--- config.mk ---
export PLATFORM = sky130hd
export DESIGN_NAME = ppi_mode1_porta_handshake
export DESIGN_NICKNAME = d
export VERILOG_FILES = /design/src/rtl/ppi_mode1_porta_handshake.sv
export SDC_FILE = /design/constraint.sdc
export NUM_CORES = 1
export LEC_CHECK = 0
export CAP_MARGIN = 20
export CELL_PAD_IN_SITES_DETAIL_PLACEMENT = 1
export CELL_PAD_IN_SITES_GLOBAL_PLACEMENT = 2
export CORE_MARGIN = 2
export CORE_UTILIZATION = 28
export CTS_BUF_LIST = sky130_fd_sc_hd__clkbuf_16
export CTS_CLUSTER_SIZE = 40
export DETAILED_ROUTE_END_ITERATION = 16
export PLACE_DENSITY_LB_ADDON = 0.1
export SYNTH_ARGS = -nofsm -noshare
export SYNTH_HDL_FRONTEND = slang
export SYNTH_SLANG_ARGS = --single-unit
--- constraint.sdc ---
create_clock -name CLK -period 4.4 [get_ports CLK]
set_clock_uncertainty 0.05 [all_clocks]
set_input_delay 0.88 -clock CLK [delete_from_list [all_inputs] [get_ports CLK]]
set_output_delay 0.88 -clock CLK [all_outputs]
set_load 0.1 [all_outputs]
--- src/rtl/ppi_mode1_porta_handshake.sv ---
`default_nettype none
// ============================================================================
// Module      : ppi_mode1_porta_handshake
// Description : 8255-style Port A mode-1 strobed input/output handshake with
//               IBF/OBF_N/INTR/INTE status and bit set/reset of INTE.
// Revision    : 1.0 - initial release
// ============================================================================
module ppi_mode1_porta_handshake #(
  parameter int SYNC_STAGES = 2
) (
  input  logic       CLK,
  input  logic       RESET,
  input  logic [1:0] A,
  input  logic       READ,
  input  logic       WRITE,
  input  logic [7:0] DATA_IN,
  input  logic [7:0] CONTROL_WORD,
  input  logic [7:0] PORTA_IN,
  input  logic       STB_N,
  input  logic       ACK_N,
  output logic [7:0] DATA_OUT,
  output logic [7:0] PORTA_OUT,
  output logic       PORTA_OE,
  output logic       IBF,
  output logic       OBF_N,
  output logic       INTR,
  output logic       INTE
);

  typedef enum logic [2:0] {
    ST_IDLE      = 3'd0,
    ST_IN_WAIT   = 3'd1,
    ST_IN_FULL   = 3'd2,
    ST_OUT_EMPTY = 3'd3,
    ST_OUT_FULL  = 3'd4
  } state_t;

  logic [SYNC_STAGES-1:0] r_stbSync;
  logic [SYNC_STAGES-1:0] r_ackSync;
  logic                   r_stbHist;
  logic                   r_ackHist;
  logic                   r_readD;
  logic                   r_writeD;

  state_t     r_state;
  logic [7:0] r_dataOut;
  logic [7:0] r_portaOut;
  logic       r_portaOe;
  logic       r_ibf;
  logic       r_obfN;
  logic       r_intr;
  logic       r_inte;
  logic       r_ackSeen;

  state_t     w_stateNext;
  logic [7:0] w_dataOutNext;
  logic [7:0] w_portaOutNext;
  logic       w_ibfNext;
  logic       w_obfNNext;
  logic       w_intrNext;
  logic       w_inteNext;
  logic       w_ackSeenNext;

  logic w_stbNow;
  logic w_ackNow;
  logic w_stbFall;
  logic w_stbRise;
  logic w_ackFall;
  logic w_ackRise;
  logic w_addrA;
  logic w_addrCtl;
  logic w_readRise;
  logic w_readFall;
  logic w_wrRise;
  logic w_wrFall;
  logic w_modeSet;
  logic w_bsr;
  logic w_modeActive;
  logic w_dirIn;
  logic w_inteHit;
  logic w_unused;

  // Control word low bits select port B / port C modes, handled elsewhere.
  assign w_unused = &{1'b0, CONTROL_WORD[3:0]};

  assign w_stbNow  = r_stbSync[SYNC_STAGES-1];
  assign w_ackNow  = r_ackSync[SYNC_STAGES-1];
  assign w_stbFall = r_stbHist & ~w_stbNow;
  assign w_stbRise = ~r_stbHist & w_stbNow;
  assign w_ackFall = r_ackHist & ~w_ackNow;
  assign w_ackRise = ~r_ackHist & w_ackNow;

  assign w_addrA    = (A == 2'b00);
  assign w_addrCtl  = (A == 2'b11);
  assign w_readRise = READ & ~r_readD & w_addrA;
  assign w_readFall = ~READ & r_readD & w_addrA;
  assign w_wrRise   = WRITE & ~r_writeD;
  assign w_wrFall   = ~WRITE & r_writeD;

  assign w_modeSet    = w_wrRise & w_addrCtl & DATA_IN[7];
  assign w_bsr        = w_wrRise & w_addrCtl & ~DATA_IN[7];
  assign w_modeActive = CONTROL_WORD[7] & (CONTROL_WORD[6:5] == 2'b01);
  assign w_dirIn      = CONTROL_WORD[4];
  // INTE_A lives on PC4 in input mode and PC6 in output mode.
  assign w_inteHit    = w_bsr & w_modeActive &
                        (w_dirIn ? (DATA_IN[3:1] == 3'b100) : (DATA_IN[3:1] == 3'b110));

  always_comb begin
    w_stateNext    = r_state;
    w_dataOutNext  = r_dataOut;
    w_portaOutNext = r_portaOut;
    w_ibfNext      = r_ibf;
    w_obfNNext     = r_obfN;
    w_intrNext     = r_intr;
    w_inteNext     = r_inte;
    w_ackSeenNext  = r_ackSeen;

    if (w_modeSet) begin
      w_stateNext    = ST_IDLE;
      w_ibfNext      = 1'b0;
      w_intrNext     = 1'b0;
      w_inteNext     = 1'b0;
      w_obfNNext     = 1'b1;
      w_portaOutNext = 8'h00;
      w_ackSeenNext  = 1'b0;
    end else if (!w_modeActive) begin
      w_stateNext   = ST_IDLE;
      w_ibfNext     = 1'b0;
      w_obfNNext    = 1'b1;
      w_intrNext    = 1'b0;
      w_ackSeenNext = 1'b0;
    end else begin
      if (w_inteHit) begin
        w_inteNext = DATA_IN[0];
      end

      case (r_state)
        ST_IDLE: begin
          w_stateNext = w_dirIn ? ST_IN_WAIT : ST_OUT_EMPTY;
        end

        ST_IN_WAIT, ST_IN_FULL: begin
          if (!w_dirIn) begin
            w_stateNext = ST_IDLE;
            w_ibfNext   = 1'b0;
            w_intrNext  = 1'b0;
          end else if (r_state == ST_IN_WAIT) begin
            if (w_stbFall) begin
              w_dataOutNext = PORTA_IN;
              w_ibfNext     = 1'b1;
              w_stateNext   = ST_IN_FULL;
            end
          end else begin
            if (w_stbRise && r_inte) begin
              w_intrNext = 1'b1;
            end
            if (w_readRise) begin
              w_intrNext = 1'b0;
            end
            if (w_readFall) begin
              w_ibfNext   = 1'b0;
              w_stateNext = ST_IN_WAIT;
            end
            // A strobe landing on the read-fall cycle refills the latch.
            if (w_readFall && w_stbFall) begin
              w_dataOutNext = PORTA_IN;
              w_ibfNext     = 1'b1;
              w_stateNext   = ST_IN_FULL;
            end
            if (w_inteHit && DATA_IN[0] && w_stbNow) begin
              w_intrNext = 1'b1;
            end
          end
        end

        ST_OUT_EMPTY, ST_OUT_FULL: begin
          if (w_dirIn) begin
            w_stateNext = ST_IDLE;
            w_obfNNext  = 1'b1;
            w_intrNext  = 1'b0;
          end else begin
            if (r_state == ST_OUT_FULL) begin
              if (w_ackFall) begin
                w_obfNNext = 1'b1;
              end
              if (w_ackRise) begin
                if (r_inte) begin
                  w_intrNext = 1'b1;
                end
                w_ackSeenNext = 1'b1;
                w_stateNext   = ST_OUT_EMPTY;
              end
            end else if (w_inteHit && DATA_IN[0] && r_obfN && r_ackSeen) begin
              w_intrNext = 1'b1;
            end
            if (w_wrRise && w_addrA) begin
              w_portaOutNext = DATA_IN;
              w_intrNext     = 1'b0;
              w_ackSeenNext  = 1'b0;
            end
            if (w_wrFall && w_addrA) begin
              w_obfNNext  = 1'b0;
              w_stateNext = ST_OUT_FULL;
            end
          end
        end

        default: begin
          w_stateNext = ST_IDLE;
        end
      endcase

      if (!w_inteNext) begin
        w_intrNext = 1'b0;
      end
    end
  end

  always_ff @(posedge CLK) begin
    if (RESET) begin
      r_stbSync  <= '1;
      r_ackSync  <= '1;
      r_stbHist  <= 1'b1;
      r_ackHist  <= 1'b1;
      r_readD    <= 1'b0;
      r_writeD   <= 1'b0;
      r_state    <= ST_IDLE;
      r_dataOut  <= 8'h00;
      r_portaOut <= 8'h00;
      r_portaOe  <= 1'b0;
      r_ibf      <= 1'b0;
      r_obfN     <= 1'b1;
      r_intr     <= 1'b0;
      r_inte     <= 1'b0;
      r_ackSeen  <= 1'b0;
    end else begin
      r_stbSync  <= {r_stbSync[SYNC_STAGES-2:0], STB_N};
      r_ackSync  <= {r_ackSync[SYNC_STAGES-2:0], ACK_N};
      r_stbHist  <= w_stbNow;
      r_ackHist  <= w_ackNow;
      r_readD    <= READ;
      r_writeD   <= WRITE;
      r_state    <= w_stateNext;
      r_dataOut  <= w_dataOutNext;
      r_portaOut <= w_portaOutNext;
      r_portaOe  <= w_modeActive & ~w_dirIn;
      r_ibf      <= w_ibfNext;
      r_obfN     <= w_obfNNext;
      r_intr     <= w_intrNext;
      r_inte     <= w_inteNext;
      r_ackSeen  <= w_ackSeenNext;
    end
  end

  assign DATA_OUT  = r_dataOut;
  assign PORTA_OUT = r_portaOut;
  assign PORTA_OE  = r_portaOe;
  assign IBF       = r_ibf;
  assign OBF_N     = r_obfN;
  assign INTR      = r_intr;
  assign INTE      = r_inte;

endmodule
`default_nettype wire

After elaboration in Yosys (flattened, before gate mapping):

Index checks and enable logic that the tools add are counted.

* register bits: 33
* input bits: 32
* output and inout port bits: 21

* eq/ne operators: 20
* muxes and demuxes: 42
* bitwise operators: 30
* reduce and logical (&&, ||, !) cells: 28

Operators by type and width (count)
* two-way mux 1 bit: 27
* two-way mux 3 bit: 9
* != test 5 bit (second input constant): 5
* two-way mux 8 bit: 3
* AND 1 bit: 17
* NOT 1 bit: 13
* != test 4 bit (second input constant): 3
* AND reduction 4 bit: 3
* AND reduction 6 bit: 2
* == test 3 bit (second input constant): 3
* one-hot mux 3 bit (3 select lines): 1
* logical AND 1 bit: 8
* nonzero test 2 bit: 4
* == test 3 x 2 -> 1 bit (second input constant): 2
* != test 3 bit (second input constant): 2
* AND reduction 3 bit: 2
* nonzero test 3 bit: 2
* OR reduction 2 bit: 3
* != test 4 x 1 -> 1 bit (second input constant): 1
* OR reduction 4 bit: 1
* == test 3 x 1 -> 1 bit (second input constant): 1
* zero test 3 bit: 1
* OR reduction 3 bit: 1
* == test 2 x 1 -> 1 bit (second input constant): 1
* other kinds (5): 5

Depth between registers and ports, before layout:

Gate-level depths: netlist (run 1).

* word-level depth: 14
* gate-level depth with buffers: 6
* mapped depth without buffers: 5

Least setup slack after synthesis (run 1):

Ideal clock, no wire load.

* kind: input port to flip-flop
* from: input port A[1]
* to: register r_dataOut[0] (netlist: DATA_OUT[0])
* setup time: 127 ps
* arrival: 2250 ps
* required time: 4223 ps
* path slack: 1973 ps
* stages on the path: 5
* path through: or4b_1 o21ai_0 nand4_2 mux2i_1 nor2_1

* word-level cells in the longest chain between the ends: 5
* elaborated cells on any way between the ends: 9
* those cells by class: eq/ne: 1; bitwise: 4; reduce/logical: 4

RTL lines
* start: declaration: RTL line 13 `input logic [1:0] A,`
* == test 2 bit / zero test 2 bit (equally long branches): RTL line 94, 93
* AND 1 bit (on tied branches): RTL line 100, 96
* AND 1 bit / logical AND 1 bit (equally long branches): RTL line 100, 165
* NOT 1 bit (no line) / nonzero test 2 bit (equally long branches)
* AND reduction 6 bit (no line) *
* end signal: assignment: RTL line 244 `r_dataOut <= w_dataOutNext;`
* end: declaration: RTL line 46 `logic [7:0] r_dataOut;`

Every way passes the cells marked *; elsewhere a longest branch is shown, timed or not.
A chain may end at the register's enable or synchronous reset.

Worst setup path after layout (run 1):

* from: input port A[1]
* to: register r_portaOut[0] (netlist: PORTA_OUT[0])

* word-level cells in the longest chain between the ends: 4
* elaborated cells on any way between the ends: 7
* those cells by class: eq/ne: 1; bitwise: 2; reduce/logical: 4

RTL lines
* == test 2 bit: RTL line 94 `assign w_addrCtl = (A == 2'b11);`
* AND 1 bit (2 in a row): RTL line 100 `assign w_modeSet = w_wrRise & w_addrCtl & DATA_IN[7];`
* OR reduction 2 bit (no line)
* end signal: assignment: RTL line 245 `r_portaOut <= w_portaOutNext;`
* end: declaration: RTL line 47 `logic [7:0] r_portaOut;`

Parallel ways exist; a longest one is shown, timed or not.

==> results of run 1 <==
[worst max-delay path by stage]
| stage | from | end | slack, ns | cells after the start |
|---|---|---|---|---|
| floorplan | A[1] | DATA_OUT[0]$_SDFFE_PP0P_ | 1.97 | 5 |
| global route | A[1] | PORTA_OUT[0]$_SDFFE_PP0P_ | 1.15 | 5 |
| CTS | A[1] | PORTA_OUT[0]$_SDFFE_PP0P_ | 1.32 | 5 |
| global placement | A[1] | PORTA_OUT[1]$_SDFFE_PP0P_ | 1.09 | 5 |
| detailed placement | A[1] | PORTA_OUT[0]$_SDFFE_PP0P_ | 1.06 | 5 |
| finish | A[1] | PORTA_OUT[0]$_SDFFE_PP0P_ | 1.36 | 5 |
[routing by layer]
layer  GRT usage, %  up-vias
met2           22.9       35
met1           17.9      664
met3           5.17        3
met4           4.04        0
li1               -      690
met5              0        -
[synthesized netlist by cell type (2+ instances only)]
library cell and instances:
o21bai_1 2, nand3_1 5, nor2_1 26, nor3b_1 2, a21oi_1 9, nor4b_1 3, and4_1 2, o22ai_1 2
clkbuf_1 4, o21ai_0 5, or3b_4 2, nor3_1 2, or2_2 8, nor2b_1 4, or2b_2 2, mux2i_1 17
dfxtp_1 33, nand2_1 4, nand3b_1 3, a2bb2oi_1 2, inv_1 2, xor2_1 2, nand2b_1 2
[report_power, final]
group | leakage [nW] | switching [mW] | internal [mW]
Sequential | 0.268 | 0.00314 | 0.303
Clock | 0.0826 | 0.123 | 0.263
Combinational | 0.573 | 0.0251 | 0.0333
Total | 0.924 | 0.152 | 0.599
[final cells by class]
type                       instances  area (µm²)  area share [%]
clock buffer                       5         125            5.57
clock inverter                     3        37.5            1.67
inverter                           2        7.51           0.334
multi-input combinational        122         831            37.0
sequential                        33         661            29.4
tap                               72        90.1            4.01
timing repair buffer              50         495            22.0
[logic make-up (layout without fill, tap and decap cells)]
group	after synthesis	in the layout	synth area share (%)
DFF	33	33	42.7
xor gates and xnor gates	2	2	1.13
AOI/OAI and AO/OA	29	29	13.1
muxes	17	17	11.0
and+or+nand+nor	74	74	28.5
buffers and inverters	9	60	3.56
[placed cells by master, fill, tap and decap left out, types with 2 or more instances in the layout]
cell type	instances
o22ai_1	2
nand2b_1	2
nor3b_1	2
o21bai_1	2
and4_1	2
nor2_1	26
a21oi_1	9
clkdlybuf4s50_1	48
dfxtp_1	33
a2bb2oi_1	2
nor2b_1	4
nand2_1	4
xor2_1	2
nor3_1	2
nand3b_1	3
clkbuf_16	5
nor4b_1	3
inv_1	3
buf_4	2
or2b_2	2
mux2i_1	17
nand3_1	5
or2_2	8
o21ai_0	5
or3b_4	2
[worst reg2reg max path, cell delays in order, from the launching register on]
cell and delay (ns):
dfxtp_1 0.31, nor4b_1 0.74, nand3_1 0.61, mux2i_1 0.35, nor2_1 0.05
[through the flow]
| step | power [mW] | util (%) | std cells | setup WS, ns | area [µm²] |
|---|---|---|---|---|---|
| after CTS | 0.764 | 41.6 | 287 | 1.32 | 2250 |
| after floorplan | 0.338 | - | 164 | 1.97 | 1550 |
| after detailed placement | 0.371 | 38.6 | 279 | 1.06 | 2080 |
| final | 0.751 | 41.6 | 287 | 1.36 | 2250 |
| after global placement | 0.369 | 38.6 | 279 | 1.09 | 2080 |
| after global routing | 0.783 | 41.6 | 287 | 1.15 | 2250 |
[flip-flops by register name (all words and copies together), names as in the netlist]
name	cells
OBF_N	1
PORTA_OE	1
r_ackSeen	1
r_writeD	1
DATA_OUT	8
r_stbSync	2
IBF	1
r_stbHist	1
INTR	1
PORTA_OUT	8
r_state	3
r_ackHist	1
INTE	1
r_readD	1
r_ackSync	2
==> flow_summary_export.csv, run 1 <==
group,metric,value,unit
layout,syn_to_final_growth,45.3,%
setup_path,critical_path_class,"in -> reg",
synthesis,synthCells,164,
sta,slew_headroom,34.2,%
clocking,holdBufCountCts,0,
layout,final.fill_count,638,
synthesis,ys_seq_elements,33,
clocking,clkTransAtPathRegs,0.05,ns
synthesis,yosysTopAreaCell,"dfxtp_1",
drt,num_vias,1392,
drt,wl_per_cell,14.3,µm
grt,grt.total_usage,14.2,%
setup_path,cp-end-kind,"register",
sta,slew_viol_final,0,
sta,whs,0.362,ns
sta,final_hold_viol_count,0,
run,drv_cap,0,
clocking,cts_tree,"built",
floorplanning,core,5410,µm²
synthesis,ys_seq_area_share,42.7,%
synthesis,netlist_top_cells_area,"dfxtp_1 (43%), mux2i_1 (11%), nor2_1 (6.3%)",
drt,wl_met1,1840,µm
min_path,worstHoldPathCells,1,
floorplanning,die_h,78.3,µm
sta,setup_violations,0,
placement,dp_hpwl,3110,µm
min_path,min_from,"r_stbSync[0]$_SDFF_PP1_",
grt,antenna_found_initial,0,
sta,min_period,3.04,ns
drt,top_layer,"met4",
floorplanning,start_util,28.6,%
clocking,clock_latency,0.27,ns
floorplanning,fp.dieArea,6130,µm²
synthesis,avgSynthCellArea,9.43,µm²
synthesis,ys_types,44,
setup_path,path_cells,"clkdlybuf4s50_1 -> nor4b_1 -> nand3_1 -> mux2i_1 -> nor2_1",
synthesis,synth-edff-count,0,
drt,dr_wl_met3,273,µm
drt,wl_met2,1950,µm
clocking,cts_made_buffers,5,
setup_path,cp.arrival,3.14,ns
grt,grt_pass1_vias,1540,
setup_path,cp.required,4.51,ns
setup_path,reg2reg_slack,2.17,ns
outcome,status,"completed",
placement,port_buffers,48,
floorplanning,io_pins,53,
clocking,ctsRootBufferMaster,"clkbuf_16",
setup_path,cpPeakStageDelay,0.76,ns
synthesis,yosysWarnings,0,
sta,finalCritPeriodShare,69.0,%
floorplanning,die_x,78.3,µm
pwr,powerDensity,334,nW/µm²
min_path,min_path_type,"reg -> reg",
clocking,cts_setup_buffers,0,
drt,drc,0,
setup_path,rr_worst_depth,4,
clocking,cts.sinks,33,
setup_path,r2r-end,"PORTA_OUT[0]$_SDFFE_PP0P_",
setup_path,critPathTopFamily,"simple AND/OR/NAND/NOR gates",
drt,firstDrtPassIters,4,
synthesis,syn-cell-area,1550,µm²
sta,rsz0062_at_grt,"no",
pwr,ir_drop,172,µV
setup_path,crit_path_top_delay_cell,"nor4b_1",
grt,overflow,0,
clocking,cts_buffer_depth,2,
min_path,hold_path_end,"r_stbSync[1]$_SDFF_PP1_",
sta,clock.fmax,329,MHz
floorplanning,std_cell_rows,27,
setup_path,path_buf_inv,1,
layout,fin_nets,246,
drt,viasPerCell,4.85,
setup_path,crit_fanout,8,
synthesis,yosysTopAreaCellShare,42.7,%
synthesis,async_reset_ff_share,0,%
grt,grt_pass1_wl,6950,µm
layout,antennaDiodeCount,0,
placement,routabilityCongestion,0.742,
drt,wirelength,4100,µm
pwr,p_leak,0.924,nW
grt,grt_max_degree,20,
synthesis,synth_ff_type,"dfxtp_1",
sta,tightest_slew,0.983,ns
setup_path,cp-start-kind,"input pin",
synthesis,syn_nets,196,
clocking,htree_levels,2,
drt,drt-initial-drc-count,55,
setup_path,r2r_start,"r_writeD$_SDFF_PP0_",
layout,drive_gt1_share,12.6,%
clocking,cts_resized,0,
sta,tns,0,ns
drt,ant_nets,0,
No activity file was read; power rests on OpenSTA's default activity.
==> run 2, diff against run 1 <==
Settings changed: CORE_UTILIZATION 28 to 26.
Clock period 4.4 ns to 3.2 ns, I/O delays scaled along.
==> run 2 against run 1 <==
Against the previous run:
- cell area fell by 2.0%
- sequential power increased by 38%
- critical path depth grew 1
- sequential share of layout area increased by 0.60 points
- via count barely moved
- clock power grew 17%
- final cell count rose by 2.1%
- combinational power is 42% higher
- first-iteration DRC count fell by 42%
- hold slack lost 0.00061 ns
- wire length increased by 2.7%
- critical endpoint is now DATA_OUT[0]$_SDFFE_PP0P_
==> flow_summary_export.csv, run 2 (synthesized netlist as in run 1, its figures left out) <==
group,metric,value,unit
outcome,status,"completed",
sta,setup_violations,0,
clocking,htree_levels,2,
setup_path,cp.arrival,2.73,ns
setup_path,critical_path_class,"in -> reg",
floorplanning,start_util,26.4,%
drt,viasPerCell,4.75,
sta,min_period,2.62,ns
pwr,switchingPower,0.211,mW
grt,grt.busiest_layer,"met2",
clocking,holdBufCountCts,0,
placement,pre_cts_slack,0.266,ns
sta,clock.fmax,381,MHz
grt,overflow,0,
floorplanning,fp.dieArea,6580,µm²
run,drv_cap,0,
clocking,cts_buffer_depth,2,
layout,final_common_cell,"dfxtp_1",
pwr,seqPwrFrac,44.0,%
setup_path,rr_worst_depth,5,
floorplanning,std_cell_rows,28,
min_path,worstHoldPathCells,1,
drt,drc,0,
drt,num_vias,1393,
grt,grt_pass1_wl,6800,µm
min_path,min_path_type,"reg -> reg",
placement,dp_hpwl,3200,µm
clocking,cts_resized,0,
setup_path,crit_fanout,8,
sta,rsz0062_at_grt,"no",
clocking,cts_made_buffers,5,
pwr,sw_frac_of_total,22.1,%
layout,syn_to_final_growth,42.4,%
floorplanning,die_x,81.1,µm
sta,slew_viol_final,0,
layout,antennaDiodeCount,0,
clocking,cts.sinks,33,
floorplanning,die_h,81.1,µm
sta,tns,0,ns
setup_path,cp-end-kind,"register",
drt,wirelength,4210,µm
pwr,p_leak,0.965,nW
grt,met3_usage,3.44,%
layout,final_cell_mix,"dfxtp_1 (33), clkdlybuf4s50_1 (27), buf_4 (27), nor2_1 (26), mux2i_1 (17)",
drt,firstDrtPassIters,4,
layout,drive_gt1_share,23.9,%
pwr,p_clk_share,47.3,%
pwr,combPwrFrac,8.7,%
grt,grt_max_degree,19,
pwr,ir_drop,249,µV
pwr,powerDensity,434,nW/µm²
sta,finalCritPeriodShare,81.9,%
layout,final_util,37.6,%
floorplanning,io_pins,53,
sta,setup_ws,0.578,ns
clocking,cts_setup_buffers,0,
placement,port_buffers,48,
placement,place_inst,286,
grt,met1_usage,16.1,%
floorplanning,core,5850,µm²
drt,ant_nets,0,
drt,drt-initial-drc-count,32,
clocking,clock_latency,0.27,ns
sta,tightest_slew,0.552,ns
sta,final_hold_viol_count,0,
drt,wl_per_cell,14.4,µm
clocking,clkTransAtPathRegs,0.05,ns
sta,slew_headroom,62.7,%
layout,fin_nets,250,
grt,grt.total_usage,13.7,%
pwr,p_int,0.745,mW
grt,grt_pass1_vias,1439,
layout,fin_cells,293,
placement,routabilityCongestion,0.779,
setup_path,cp.required,3.31,ns
grt,antenna_found_initial,0,
grt,grt_use_met2,23.3,%
clocking,ctsRootBufferMaster,"clkbuf_16",
setup_path,cp-start-kind,"input pin",
clocking,cts_tree,"built",
==> run 2: cell count changes in the layout (fill, tap and decap cells not counted), sizes merged <==
cell	before	now
buf	2	27
bufinv	1	0
clkdlybuf4s50	48	27
clkinvlp	0	1
inv	3	2
==> run 2: worst paths after layout <==
path	start	end	slack, ns
hold reg to reg	r_ackSync[0]$_SDFF_PP1_	r_ackSync[1]$_SDFF_PP1_	0.36
hold / removal	r_ackSync[0]$_SDFF_PP1_	r_ackSync[1]$_SDFF_PP1_	0.36
setup / recovery	A[1]	DATA_OUT[0]$_SDFFE_PP0P_	0.58
setup reg to reg	r_state[2]$_SDFFE_PP0P_	r_state[0]$_SDFFE_PP0P_	1.13
==> run 2: power by group through the flow <==
stage	Sequential (mW)	Clock [mW]	Combinational (mW)
6_report	0.421	0.452	0.0828
3_5_place_dp	0.430	0	0.0836
4_1_cts	0.421	0.468	0.0839
3_3_place_gp	0.429	0	0.0820
5_1_grt	0.422	0.482	0.0897
2_1_floorplan	0.429	0	0.0360
==> run 2: layout make-up <==
class | instances | area [µm²]
flip-flops and latches | 33 | 661
multi-input cells | 122 | 831
inverters | 2 | 7.51
repair buffers | 54 | 473
clock inverters | 2 | 11.3
fillers | 668 | 3650
well taps | 75 | 93.8
clock buffers | 5 | 125
==> run 2: layer usage <==
layer	vias up	share of wire [%]	routed length (µm)
met2	30	49	2040
met3	7	3.3	138
met1	657	46	1940
met5	-	0	0
met4	0	2.0	84
li1	699	-	-
==> run 2: metrics by stage <==
stage / power [mW] / hold slack (ns) / instance area, µm²
floorplan: 0.465 / 0.339 / 1550
global placement: 0.511 / 0.348 / 2070
detailed placement: 0.513 / 0.349 / 2070
CTS: 0.972 / 0.362 / 2200
global route: 0.993 / 0.375 / 2200
finish: 0.956 / 0.361 / 2200
==> run 2: critical path, cell delays in order <==
cell	delay [ns]
clkdlybuf4s50_1	0.50
or4b_1	0.60
o21ai_0	0.29
nand4_2	0.37
mux2i_1	0.27
nor2_1	0.05
==> run 3, diff against run 2 <==
Settings changed: CORE_UTILIZATION 26 to 23.
Clock period 3.2 ns to 2.4 ns, I/O delays scaled along.
==> run 3 against run 2 <==
Against the previous run:
- wire length is 9.2% higher
- clock-buffer cell count unchanged
- combinational power up 47%
- sequential power grew 33%
- largest cell class unchanged
- non-clock buffer count rose by 10
==> flow_summary_export.csv, run 3 (synthesized netlist as in run 1, its figures left out) <==
group,metric,value,unit
sta,tightest_slew,0.491,ns
setup_path,crit_path_top_delay_cell,"or4b_2",
pwr,switchingPower,0.278,mW
sta,final_hold_viol_count,0,
pwr,sw_frac_of_total,21.8,%
pwr,ir_drop,239,µV
sta,finalCritPeriodShare,95.7,%
clocking,cts_tree,"built",
setup_path,cp-start-kind,"input pin",
grt,overflow,0,
placement,port_buffers,48,
floorplanning,die_h,86,µm
drt,wl_per_cell,15.1,µm
pwr,seqPwrFrac,43.9,%
setup_path,critPathTopFamily,"simple AND/OR/NAND/NOR gates",
layout,syn_to_final_growth,47.0,%
layout,final_util,35.4,%
drt,drt-initial-drc-count,57,
grt,grt.total_usage,13.3,%
setup_path,cp.required,2.54,ns
pwr,p_leak,1.02,nW
pwr,p_clk_share,46.5,%
sta,setup_violations,0,
setup_path,path_buf_inv,1,
setup_path,cp-end-kind,"register",
clocking,cts_made_buffers,5,
floorplanning,fp.dieArea,7400,µm²
sta,clock.fmax,435,MHz
floorplanning,io_pins,53,
floorplanning,std_cell_rows,29,
pwr,powerDensity,560,nW/µm²
drt,wl_met1,2080,µm
pwr,combPwrFrac,9.6,%
layout,antennaDiodeCount,0,
setup_path,r2r_start,"r_state[2]$_SDFFE_PP0P_",
floorplanning,die_x,86,µm
setup_path,critical_path_class,"in -> reg",
setup_path,cp.arrival,2.43,ns
setup_path,cpPeakStageDelay,0.67,ns
layout,final_cell_mix,"buf_4 (37), dfxtp_1 (33), clkdlybuf4s50_1 (27), nor2_1 (26), mux2i_1 (17)",
layout,ff_latch_area,661,µm²
setup_path,rr_worst_depth,5,
pwr,p_int,0.996,mW
clocking,cts_setup_buffers,0,
run,drv_cap,0,
drt,wirelength,4600,µm
drt,viasPerCell,4.79,
layout,final_common_cell,"buf_4",
min_path,min_from,"r_stbSync[0]$_SDFF_PP1_",
sta,whs,0.361,ns
setup_path,cp.depth,6,
setup_path,path_cells,"clkdlybuf4s50_1 -> or4b_2 -> and4_1 -> o32ai_1 -> a31oi_1 -> nor4_2",
placement,routabilityCongestion,0.773,
placement,dp_hpwl,3620,µm
sta,min_period,2.30,ns
min_path,hold_path_end,"r_stbSync[1]$_SDFF_PP1_",
clocking,htree_levels,2,
clocking,ctsRootBufferMaster,"clkbuf_16",
setup_path,r2r-end,"r_state[1]$_SDFFE_PP0P_",
drt,wl_met2,2220,µm
setup_path,reg2reg_slack,0.29,ns
layout,drive_gt1_share,27.3,%
clocking,clkTransAtPathRegs,0.05,ns
drt,top_layer,"met4",
drt,ant_nets,0,
grt,grt_max_degree,18,
clocking,cts.sinks,33,
clocking,cts_buffer_depth,2,
layout,fin_nets,260,
drt,firstDrtPassIters,4,
drt,drc,0,
outcome,status,"completed",
layout,final.fill_count,741,
setup_path,crit_fanout,4,
sta,rsz0062_at_grt,"no",
clocking,clock_latency,0.27,ns
min_path,min_path_type,"reg -> reg",
grt,antenna_found_initial,0,
drt,num_vias,1455,
floorplanning,start_util,24.1,%
sta,slew_viol_final,0,
grt,grt_pass1_vias,1528,
min_path,worstHoldPathCells,1,
layout,multiInputGateArea,831,µm²
floorplanning,core,6420,µm²
sta,slew_headroom,67.2,%
drt,dr_wl_met3,233,µm
grt,grt_pass1_wl,7580,µm
-- run 3: repair_timing --
item / 4_1_cts / 5_1_grt
gates resized for setup: 0 / 1
hold buffers: 0 / 0
endpoints found under the setup margin: 0 / 4
-- run 3: worst reg2reg max path: stages (launching register included) --
cell and delay (ns):
dfxtp_1 0.46, or3b_4 0.47, or3b_4 0.44, a32oi_2 0.30, nor2_1 0.08, a211oi_1 0.22
-- run 3: through the flow --
| stage | instance area, µm² | cells | worst slack (ns) | setup TNS [ns] | total power, mW |
|---|---|---|---|---|---|
| after floorplan | 1550 | 164 | 0.373 | 0 | 0.620 |
| after global placement | 2140 | 298 | -0.155 | -1.31 | 0.690 |
| after detailed placement | 2140 | 298 | -0.190 | -1.49 | 0.694 |
| after CTS | 2270 | 304 | 0.0958 | 0 | 1.29 |
| after global routing | 2270 | 304 | 0.0465 | 0 | 1.33 |
| final | 2270 | 304 | 0.103 | 0 | 1.27 |
-- run 3: power by group through the flow --
| stage | clock (mW) | combinational, mW | sequential, mW |
|---|---|---|---|
| 6_report | 0.593 | 0.122 | 0.560 |
| 5_1_grt | 0.641 | 0.133 | 0.561 |
| 4_1_cts | 0.610 | 0.123 | 0.560 |
| 3_5_place_dp | 0 | 0.123 | 0.571 |
| 3_3_place_gp | 0 | 0.119 | 0.571 |
| 2_1_floorplan | 0 | 0.0480 | 0.572 |
-- run 3: worst max path at each step --
stage,from,slack (ns),end
3_3_place_gp,A[1],-0.16,DATA_OUT[4]$_SDFFE_PP0P_
4_1_cts,A[1],0.1,DATA_OUT[0]$_SDFFE_PP0P_
6_report,READ,0.10,INTR$_SDFFE_PP0P_
5_1_grt,READ,0.05,INTR$_SDFFE_PP0P_
3_5_place_dp,A[1],-0.19,DATA_OUT[0]$_SDFFE_PP0P_
2_1_floorplan,A[1],0.37,DATA_OUT[0]$_SDFFE_PP0P_
-- run 3: cell type report --
| class | count | area share [%] |
|---|---|---|
| clock buffer | 5 | 5.50 |
| clock inverter | 1 | 0.220 |
| inverter | 2 | 0.330 |
| multi-input combinational | 122 | 36.5 |
| sequential | 33 | 29.1 |
| tap | 77 | 4.24 |
| timing repair buffer | 64 | 24.1 |
-- run 3: routing by layer --
| metal | GRT usage, % | up-vias |
|---|---|---|
| met2 | 21.1 | 37 |
| met5 | 0 | - |
| met1 | 17.2 | 696 |
| li1 | - | 718 |
| met3 | 4.04 | 4 |
| met4 | 4.33 | 0 |
